**config.mk**
```make
export PLATFORM = sky130hd
export DESIGN_NAME = cs_resolve_89
export DESIGN_NICKNAME = d
export VERILOG_FILES = /design/src/rtl/cs_resolve_89.sv
export SDC_FILE = /design/constraint.sdc
export NUM_CORES = 1
export LEC_CHECK = 0
export BUFFER_PORTS_ARGS = -buffer_cell sky130_fd_sc_hd__buf_2
export CORE_ASPECT_RATIO = 0.6
export CORE_UTILIZATION = 54
export CTS_BUF_LIST = sky130_fd_sc_hd__clkbuf_8 sky130_fd_sc_hd__clkbuf_16
export DETAILED_ROUTE_END_ITERATION = 10
export PLACE_DENSITY = 0.78
export SYNTH_ARGS = -nofsm -noshare
export SYNTH_HDL_FRONTEND = slang
export SYNTH_SLANG_ARGS = --single-unit
```
**constraint.sdc**
```tcl
create_clock -name clk -period 3.3 [get_ports clk]
set_input_delay 0.66 -clock clk [delete_from_list [all_inputs] [get_ports clk]]
set_output_delay 0.66 -clock clk [all_outputs]
set_load 0.01 [all_outputs]
```
**src/rtl/cs_resolve_89.sv**
```systemverilog
// Carry-save to canonical residue resolver: a chunk-serial carry-propagate add,
// then a chunk-serial trial subtraction of P and 2P, then pick the smallest non-negative result.
module cs_resolve_89 #(
  parameter logic [88:0] P     = 89'h19f393cffffffffffffffff,
  parameter int          CHUNK = 30
) (
  input  logic        clk,
  input  logic        rst_n,
  input  logic        in_valid,
  output logic        in_ready,
  input  logic [88:0] c_i,
  input  logic [88:0] s_i,
  output logic        out_valid,
  input  logic        out_ready,
  output logic [88:0] out_data,
  output logic [1:0]  out_nsub
);
  localparam int W   = 90;
  localparam int NCH = W / CHUNK;
  localparam int KW  = (NCH > 1) ? $clog2(NCH) : 1;
  localparam logic [W-1:0] P1 = {1'b0, P};
  localparam logic [W-1:0] P2 = {P, 1'b0};

  typedef enum logic [1:0] {IDLE, ADD, SUB, DONE} state_t;

  state_t           state_q, state_d;
  logic [KW-1:0]    k_q, k_d;
  logic [W-1:0]     c_q, c_d, s_q, s_d, sum_q, sum_d;
  logic             cy_q, cy_d, b1_q, b1_d, b2_q, b2_d;
  logic             out_valid_q, out_valid_d;
  logic [88:0]      out_data_q, out_data_d;
  logic [1:0]       out_nsub_q, out_nsub_d;
  logic [CHUNK-1:0] add_r, sub1_r, sub2_r;
  logic             add_co, sub1_bo, sub2_bo, last;

  assign last = (k_q == KW'(NCH - 1));

  // c/s registers are reused: in ADD they shift the operands out, in SUB they
  // shift P/2P out at the bottom while d1/d2 chunks shift in at the top.
  assign {add_co, add_r}   = {1'b0, c_q[CHUNK-1:0]} + {1'b0, s_q[CHUNK-1:0]} + {{CHUNK{1'b0}}, cy_q};
  assign {sub1_bo, sub1_r} = {1'b0, sum_q[CHUNK-1:0]} - {1'b0, c_q[CHUNK-1:0]} - {{CHUNK{1'b0}}, b1_q};
  assign {sub2_bo, sub2_r} = {1'b0, sum_q[CHUNK-1:0]} - {1'b0, s_q[CHUNK-1:0]} - {{CHUNK{1'b0}}, b2_q};

  always_comb begin
    state_d     = state_q;
    k_d         = k_q;
    c_d         = c_q;
    s_d         = s_q;
    sum_d       = sum_q;
    cy_d        = cy_q;
    b1_d        = b1_q;
    b2_d        = b2_q;
    out_valid_d = out_valid_q;
    out_data_d  = out_data_q;
    out_nsub_d  = out_nsub_q;
    case (state_q)
      IDLE: begin
        if (in_valid) begin
          c_d     = {1'b0, c_i};
          s_d     = {1'b0, s_i};
          cy_d    = 1'b0;
          k_d     = '0;
          state_d = ADD;
        end
      end
      ADD: begin
        sum_d = (sum_q >> CHUNK) | (W'(add_r) << (W - CHUNK));
        c_d   = c_q >> CHUNK;
        s_d   = s_q >> CHUNK;
        cy_d  = add_co;
        k_d   = k_q + KW'(1);
        if (last) begin
          c_d     = P1;
          s_d     = P2;
          b1_d    = 1'b0;
          b2_d    = 1'b0;
          k_d     = '0;
          state_d = SUB;
        end
      end
      SUB: begin
        // sum rotates so it is back in place after the last chunk
        sum_d = (sum_q >> CHUNK) | (sum_q << (W - CHUNK));
        c_d   = (c_q >> CHUNK) | (W'(sub1_r) << (W - CHUNK));
        s_d   = (s_q >> CHUNK) | (W'(sub2_r) << (W - CHUNK));
        b1_d  = sub1_bo;
        b2_d  = sub2_bo;
        k_d   = k_q + KW'(1);
        if (last) begin
          k_d         = '0;
          state_d     = DONE;
          out_valid_d = 1'b1;
          if (!sub2_bo) begin
            out_data_d = s_d[88:0];
            out_nsub_d = 2'd2;
          end else if (!sub1_bo) begin
            out_data_d = c_d[88:0];
            out_nsub_d = 2'd1;
          end else begin
            out_data_d = sum_d[88:0];
            out_nsub_d = 2'd0;
          end
        end
      end
      DONE: begin
        if (out_ready) begin
          out_valid_d = 1'b0;
          state_d     = IDLE;
        end
      end
      default: state_d = IDLE;
    endcase
  end

  always_ff @(posedge clk or negedge rst_n) begin
    if (!rst_n) begin
      state_q     <= IDLE;
      k_q         <= '0;
      c_q         <= '0;
      s_q         <= '0;
      sum_q       <= '0;
      cy_q        <= 1'b0;
      b1_q        <= 1'b0;
      b2_q        <= 1'b0;
      out_valid_q <= 1'b0;
      out_data_q  <= '0;
      out_nsub_q  <= '0;
    end else begin
      state_q     <= state_d;
      k_q         <= k_d;
      c_q         <= c_d;
      s_q         <= s_d;
      sum_q       <= sum_d;
      cy_q        <= cy_d;
      b1_q        <= b1_d;
      b2_q        <= b2_d;
      out_valid_q <= out_valid_d;
      out_data_q  <= out_data_d;
      out_nsub_q  <= out_nsub_d;
    end
  end

  assign in_ready  = (state_q == IDLE);
  assign out_valid = out_valid_q;
  assign out_data  = out_data_q;
  assign out_nsub  = out_nsub_q;
endmodule

```
==> results of run 1 <==
stage by stage:
stage | setup WS, ps | utilization (%) | cells | cell area (um2)
2_1_floorplan | 0.528 | - | 2698 | 22800
4_1_cts | -390 | 71.5 | 3787 | 29300
5_1_grt | -612 | 75.9 | 3831 | 31100
3_3_place_gp | -501 | 66.0 | 3680 | 27000
6_report | -521 | 75.9 | 3831 | 31100
3_5_place_dp | -527 | 66.0 | 3680 | 27000
flip-flops by register name, summed over array words and instances (netlist names):
register and cells:
k_q 2, b1_q 1, b2_q 1, out_data 89
out_nsub 2, state_q 2, out_valid 1, sum_q 90
s_q 90, c_q 90, cy_q 1
routing by layer:
metal / global-route usage, % / vias to the layer above / share of wire [%]
li1: - / 10542 / -
met1: 58.2 / 11721 / 43
met2: 54.9 / 1544 / 43
met3: 7.02 / 219 / 11
met4: 12.2 / 0 / 3.6
met5: 0 / - / 0
worst paths after layout:
kind,start,depth (start not counted),end
setup reg to reg,c_q[0],19,out_data[59]
max in group asynchronous,rst_n,2,c_q[48]
hold / removal,rst_n,1,c_q[35]
hold reg to reg,out_data[15],1,out_data[15]
setup / recovery,c_q[0],19,out_data[59]
min in group clk,s_i[24],3,s_q[24]
cell usage after synthesis, types with 9 or more instances:
cell | number | area [um2]
and3_1 | 9 | 56.3
xor2_1 | 31 | 272
o21bai_1 | 9 | 67.6
nor2_1 | 278 | 1040
a21oi_1 | 157 | 786
ha_1 | 149 | 1860
xnor2_1 | 50 | 438
clkbuf_1 | 160 | 601
a221oi_1 | 33 | 289
inv_1 | 179 | 672
o21ai_0 | 296 | 1480
and2_1 | 11 | 68.8
o21a_1 | 35 | 263
o31ai_1 | 9 | 67.6
nand4_1 | 10 | 62.6
a21o_1 | 107 | 803
nor2b_1 | 10 | 62.6
nand2_1 | 375 | 1410
a211oi_1 | 12 | 90.1
nand3_1 | 16 | 80.1
o211ai_1 | 18 | 135
a22o_1 | 11 | 96.3
a31oi_1 | 197 | 1230
mux2_2 | 32 | 360
mux2i_1 | 15 | 150
buf_2 | 16 | 80.1
dfrtp_1 | 369 | 9230
critical path, cell delays in order, from the launching register on:
cell and delay [ps]:
dfrtp_1 400, inv_2 70, buf_6 100, fa_2 220, inv_2 50, fa_2 370
a21boi_2 190, o22ai_2 140, a2111oi_4 330, nor2_2 100, o41a_1 380, a21bo_4 280
xnor2_4 150, buf_12 150, buf_12 140, buf_4 140, buf_8 130, nand2_1 80
a31oi_1 110, a21o_1 170
timing repair:
action / 4_1_cts / 5_1_grt
gates cloned: 4 / 11
endpoints found under the setup margin: 133 / 143
hold buffers: 0 / 0
buffers inserted: 44 / 44
gates resized for setup: 165 / 278
hold endpoints to repair: 0 / 0
pin swaps: 95 / 154
kinds of logic after synthesis:
group | Yosys count | synth area share, %
AO/OA/AOI/OAI | 940 | 25.6
XOR/XNOR | 84 | 3.39
adder cells (fa/ha/maj) | 155 | 8.74
buffers and inverters | 359 | 6.05
flip-flops | 369 | 40.7
multiplexers | 47 | 2.25
AND/OR/NAND/NOR | 744 | 13.3
cell type report:
cell class,instances,area [um2],area share (%)
clock buffers,45,1040,3.33
clock inverters,19,101,0.326
inverters,179,677,2.18
multi-input cells,1970,14000,45.0
flip-flops and latches,369,9230,29.7
well taps,560,701,2.26
repair buffers,689,5330,17.1
==> flow_summary.json, run 1 <==
{
  "hpwl_mm": 58.5,
  "rows": 57,
  "syn-instance-count": 2698,
  "htreeDepth": 2,
  "drtIter0Drc": 3010,
  "timing.setup.tns_ps": -40160,
  "relSlewSlack_pct": 44.2,
  "synth_async_sr_flop_share_pct": 100,
  "hold_ws_ps": 67.6,
  "min_period_ps": 3820,
  "setup_violations": 129,
  "antenna_cells": 0,
  "initial_utilization_pct": 55.5,
  "final_common_cell": "dfrtp_1",
  "endpoint_kind": "register",
  "cp.arrival_ps": 4260,
  "fin_crit_sh_pct": 116,
  "track_usage_pct": 38.3,
  "drive_above_1_share_pct": 32.9,
  "hold_class": "input port to asynchronous set/reset pin",
  "rsz0062_at_grt": "yes",
  "violations": "setup timing",
  "cts_buffer_depth": 3,
  "crit_required_ps": 3730,
  "fmax_mhz": 262,
  "drc": 0,
  "wl_per_cell_um": 23.0,
  "synth_edf_count": 0,
  "start_kind": "register",
  "crit_path_max_fanout": 6,
  "synth_cell_type_count": 74,
  "mappedNetlistNets": 3035,
  "cts_root_buf": "clkbuf_16",
  "clk_latency_ps": 550,
  "worstSetupPathType": "register to register",
  "die_area_mm2": 0.0429,
  "synth_seq_cells": 369,
  "most-common-layout-cells": "369 x dfrtp_1, 332 x buf_4, 299 x nand2_1",
  "clock-sinks": 369,
  "setup_ws_ps": -521,
  "fp.dieH_um": 161,
  "num_vias": 24026,
  "reg2reg_setup_slack_ps": -520,
  "cts_buffers": 36,
  "io_pins": 275,
  "area_delta_synth_final_pct": 36.8,
  "wl_mm": 88.2,
  "hold_violations": 0,
  "fillers": 2821,
  "seq_area_frac_synth_pct": 40.7,
  "drv_slew": 0,
  "layout.nets": 3582,
  "path_clk_slew_ps": 70,
  "die_x_um": 267,
  "grt_first_pass_wirelength_mm": 128,
  "port_buffers": 274,
  "grt_pass1_vias": 22396,
  "core-area_mm2": 0.0409,
  "max_cap_violations": 0,
  "yosys_warnings": 0,
  "vias_per_cell": 6.27,
  "gp_congestion": 1.03,
  "tritoncts": "done",
  "status": "complete, but fails checks",
  "grt_max_degree": 167,
  "synth_ff_type": "dfrtp_1",
  "antenna_found_initial": 0,
  "overflow": 0,
  "syn_area_mm2": 0.0227,
  "worst_pin_slew_ps": 838,
  "first_pass_iters": 6,
  "avgSynthCellArea_um2": 8.42,
  "detail-route-antenna-nets": 0,
  "fin_worst_skew_ps": 27.9
}
Power of run 1 is not shown: default switching activity piles up to over one toggle a cycle in this logic, so the estimate is an artifact.
==> run 2, diff against run 1 <==
CORE_MARGIN = 5   (was default)
==> flow_summary.json, run 2 (synthesis gave the netlist of run 1 again) <==
{
  "status": "complete, but fails checks",
  "violations": "setup timing",
  "holdBufCountCts": 0,
  "fin_worst_skew_ps": 22.2,
  "grt_first_pass_wirelength_mm": 135,
  "port_buffers": 274,
  "min_period_ps": 3780,
  "wl_mm": 90.0,
  "die_area_mm2": 0.0464,
  "worstSetupPathType": "register to register",
  "antenna_found_initial": 0,
  "rsz0062_at_grt": "yes",
  "most-common-layout-cells": "368 x dfrtp_1, 340 x buf_4, 321 x nand2_1",
  "relSlewSlack_pct": 37.6,
  "drive_above_1_share_pct": 31.2,
  "endpoint_kind": "register",
  "io_pins": 275,
  "first_pass_iters": 6,
  "htreeDepth": 2,
  "initial_utilization_pct": 54.4,
  "drc": 0,
  "cts_root_buf": "clkbuf_16",
  "hold_class": "input port to asynchronous set/reset pin",
  "core-area_mm2": 0.0417,
  "max_cap_violations": 0,
  "fmax_mhz": 265,
  "hpwl_mm": 59.6,
  "final_common_cell": "dfrtp_1",
  "track_usage_pct": 37.2,
  "clk_latency_ps": 560,
  "critical_path.max_stage_delay_ps": 370,
  "detail-route-antenna-nets": 0,
  "drtIter0Drc": 2986,
  "cp.arrival_ps": 4210,
  "vias_per_cell": 6.20,
  "post_dp_cell_area_mm2": 0.0270,
  "rows": 58,
  "fp.dieH_um": 169,
  "crit_required_ps": 3730,
  "setup_violations": 121,
  "grt_pass1_vias": 23142,
  "layout.nets": 3580,
  "tritoncts": "done",
  "overflow": 0,
  "clock-sinks": 369,
  "cts_buffers": 37,
  "reg2reg_setup_slack_ps": -480,
  "timing.setup.tns_ps": -34780,
  "area_delta_synth_final_pct": 34.8,
  "path_clk_slew_ps": 70,
  "top_regs": "c_q: 90 flops, s_q: 90 flops, sum_q: 90 flops",
  "fin_crit_sh_pct": 114,
  "die_x_um": 275,
  "final_area_mm2": 0.0306,
  "worst_pin_slew_ps": 937,
  "drv_slew": 0,
  "cts_buffer_depth": 3,
  "worstPathCellList": "buf_6 > buf_6 > fa_2 > inv_2 > fa_2 > a21boi_2 > buf_4 > o22ai_4 > a311o_1 > o211ai_1 > buf_4 > o21ai_4 > xor2_4 > buf_12 > buf_12 > o21ai_0 > a31oi_2 > a21o_1",
  "grt_max_degree": 125,
  "hold_violations": 0,
  "place_ws_ps": -647,
  "wl_per_cell_um": 23.4,
  "slowest_stage": "fa_2",
  "crit_path_max_fanout": 39,
  "r2r_cells": 18,
  "gp_congestion": 1.02,
  "start_kind": "register",
  "num_vias": 23804,
  "setup_ws_ps": -476
}
run 2: cell count changes in the layout (fill, tap and decap cells not counted), sizes merged:
cell,delta
buf,+5
bufinv,+2
clkbuf,-12
clkinv,-5
clkinvlp,+1
diode,+2
inv,+4
run 2: critical path, delay by kind of cell (launching register included):
family	cells	cell delay (ps)
compound gates	8	1590
fa+ha+maj	2	570
flops	1	360
buf+inv	7	940
xor+xnor	1	190
run 2: timing repair:
action	4_1_cts	5_1_grt
gates resized for setup	198	153
cloned	14	2
endpoints found under the setup margin	137	142
setup buffers	41	34
pin swaps	93	90
run 2: per-stage QoR:
stage,hold WS (ps),instances,utilization [%]
3_5_place_dp,460,3691,64.6
3_3_place_gp,455,3691,64.6
2_1_floorplan,364,2698,-
4_1_cts,115,3806,71.0
6_report,90.6,3838,73.4
5_1_grt,132,3836,73.4
run 2: worst paths after layout:
| kind | startpoint | endpoint |
|---|---|---|
| max | sum_q[0] | out_data[30] |
| min | rst_n | c_q[35] |
| max reg2reg | sum_q[0] | out_data[30] |
| min reg2reg | out_data[26] | out_data[26] |
| max in group asynchronous | rst_n | out_data[52] |
| min in group clk | c_i[48] | c_q[48] |
run 2: layout make-up:
cell class,instances,area [um2]
Timing Repair Buffer,686,5320
Sequential cell,369,9240
Antenna cell,2,5.00
Tap cell,570,713
Multi-Input combinational cell,1970,13500
Clock inverter,21,168
Clock buffer,41,981
Fill cell,3119,11100
Inverter,179,677
run 2: metal layers:
| metal | track usage [%] | wire [um] |
|---|---|---|
| met2 | 53.8 | 38100 |
| met1 | 54.7 | 38200 |
| met3 | 10.6 | 10700 |
| met4 | 10.9 | 2910 |
| met5 | 0 | 0 |
Power of run 2 is left out for the same reason.
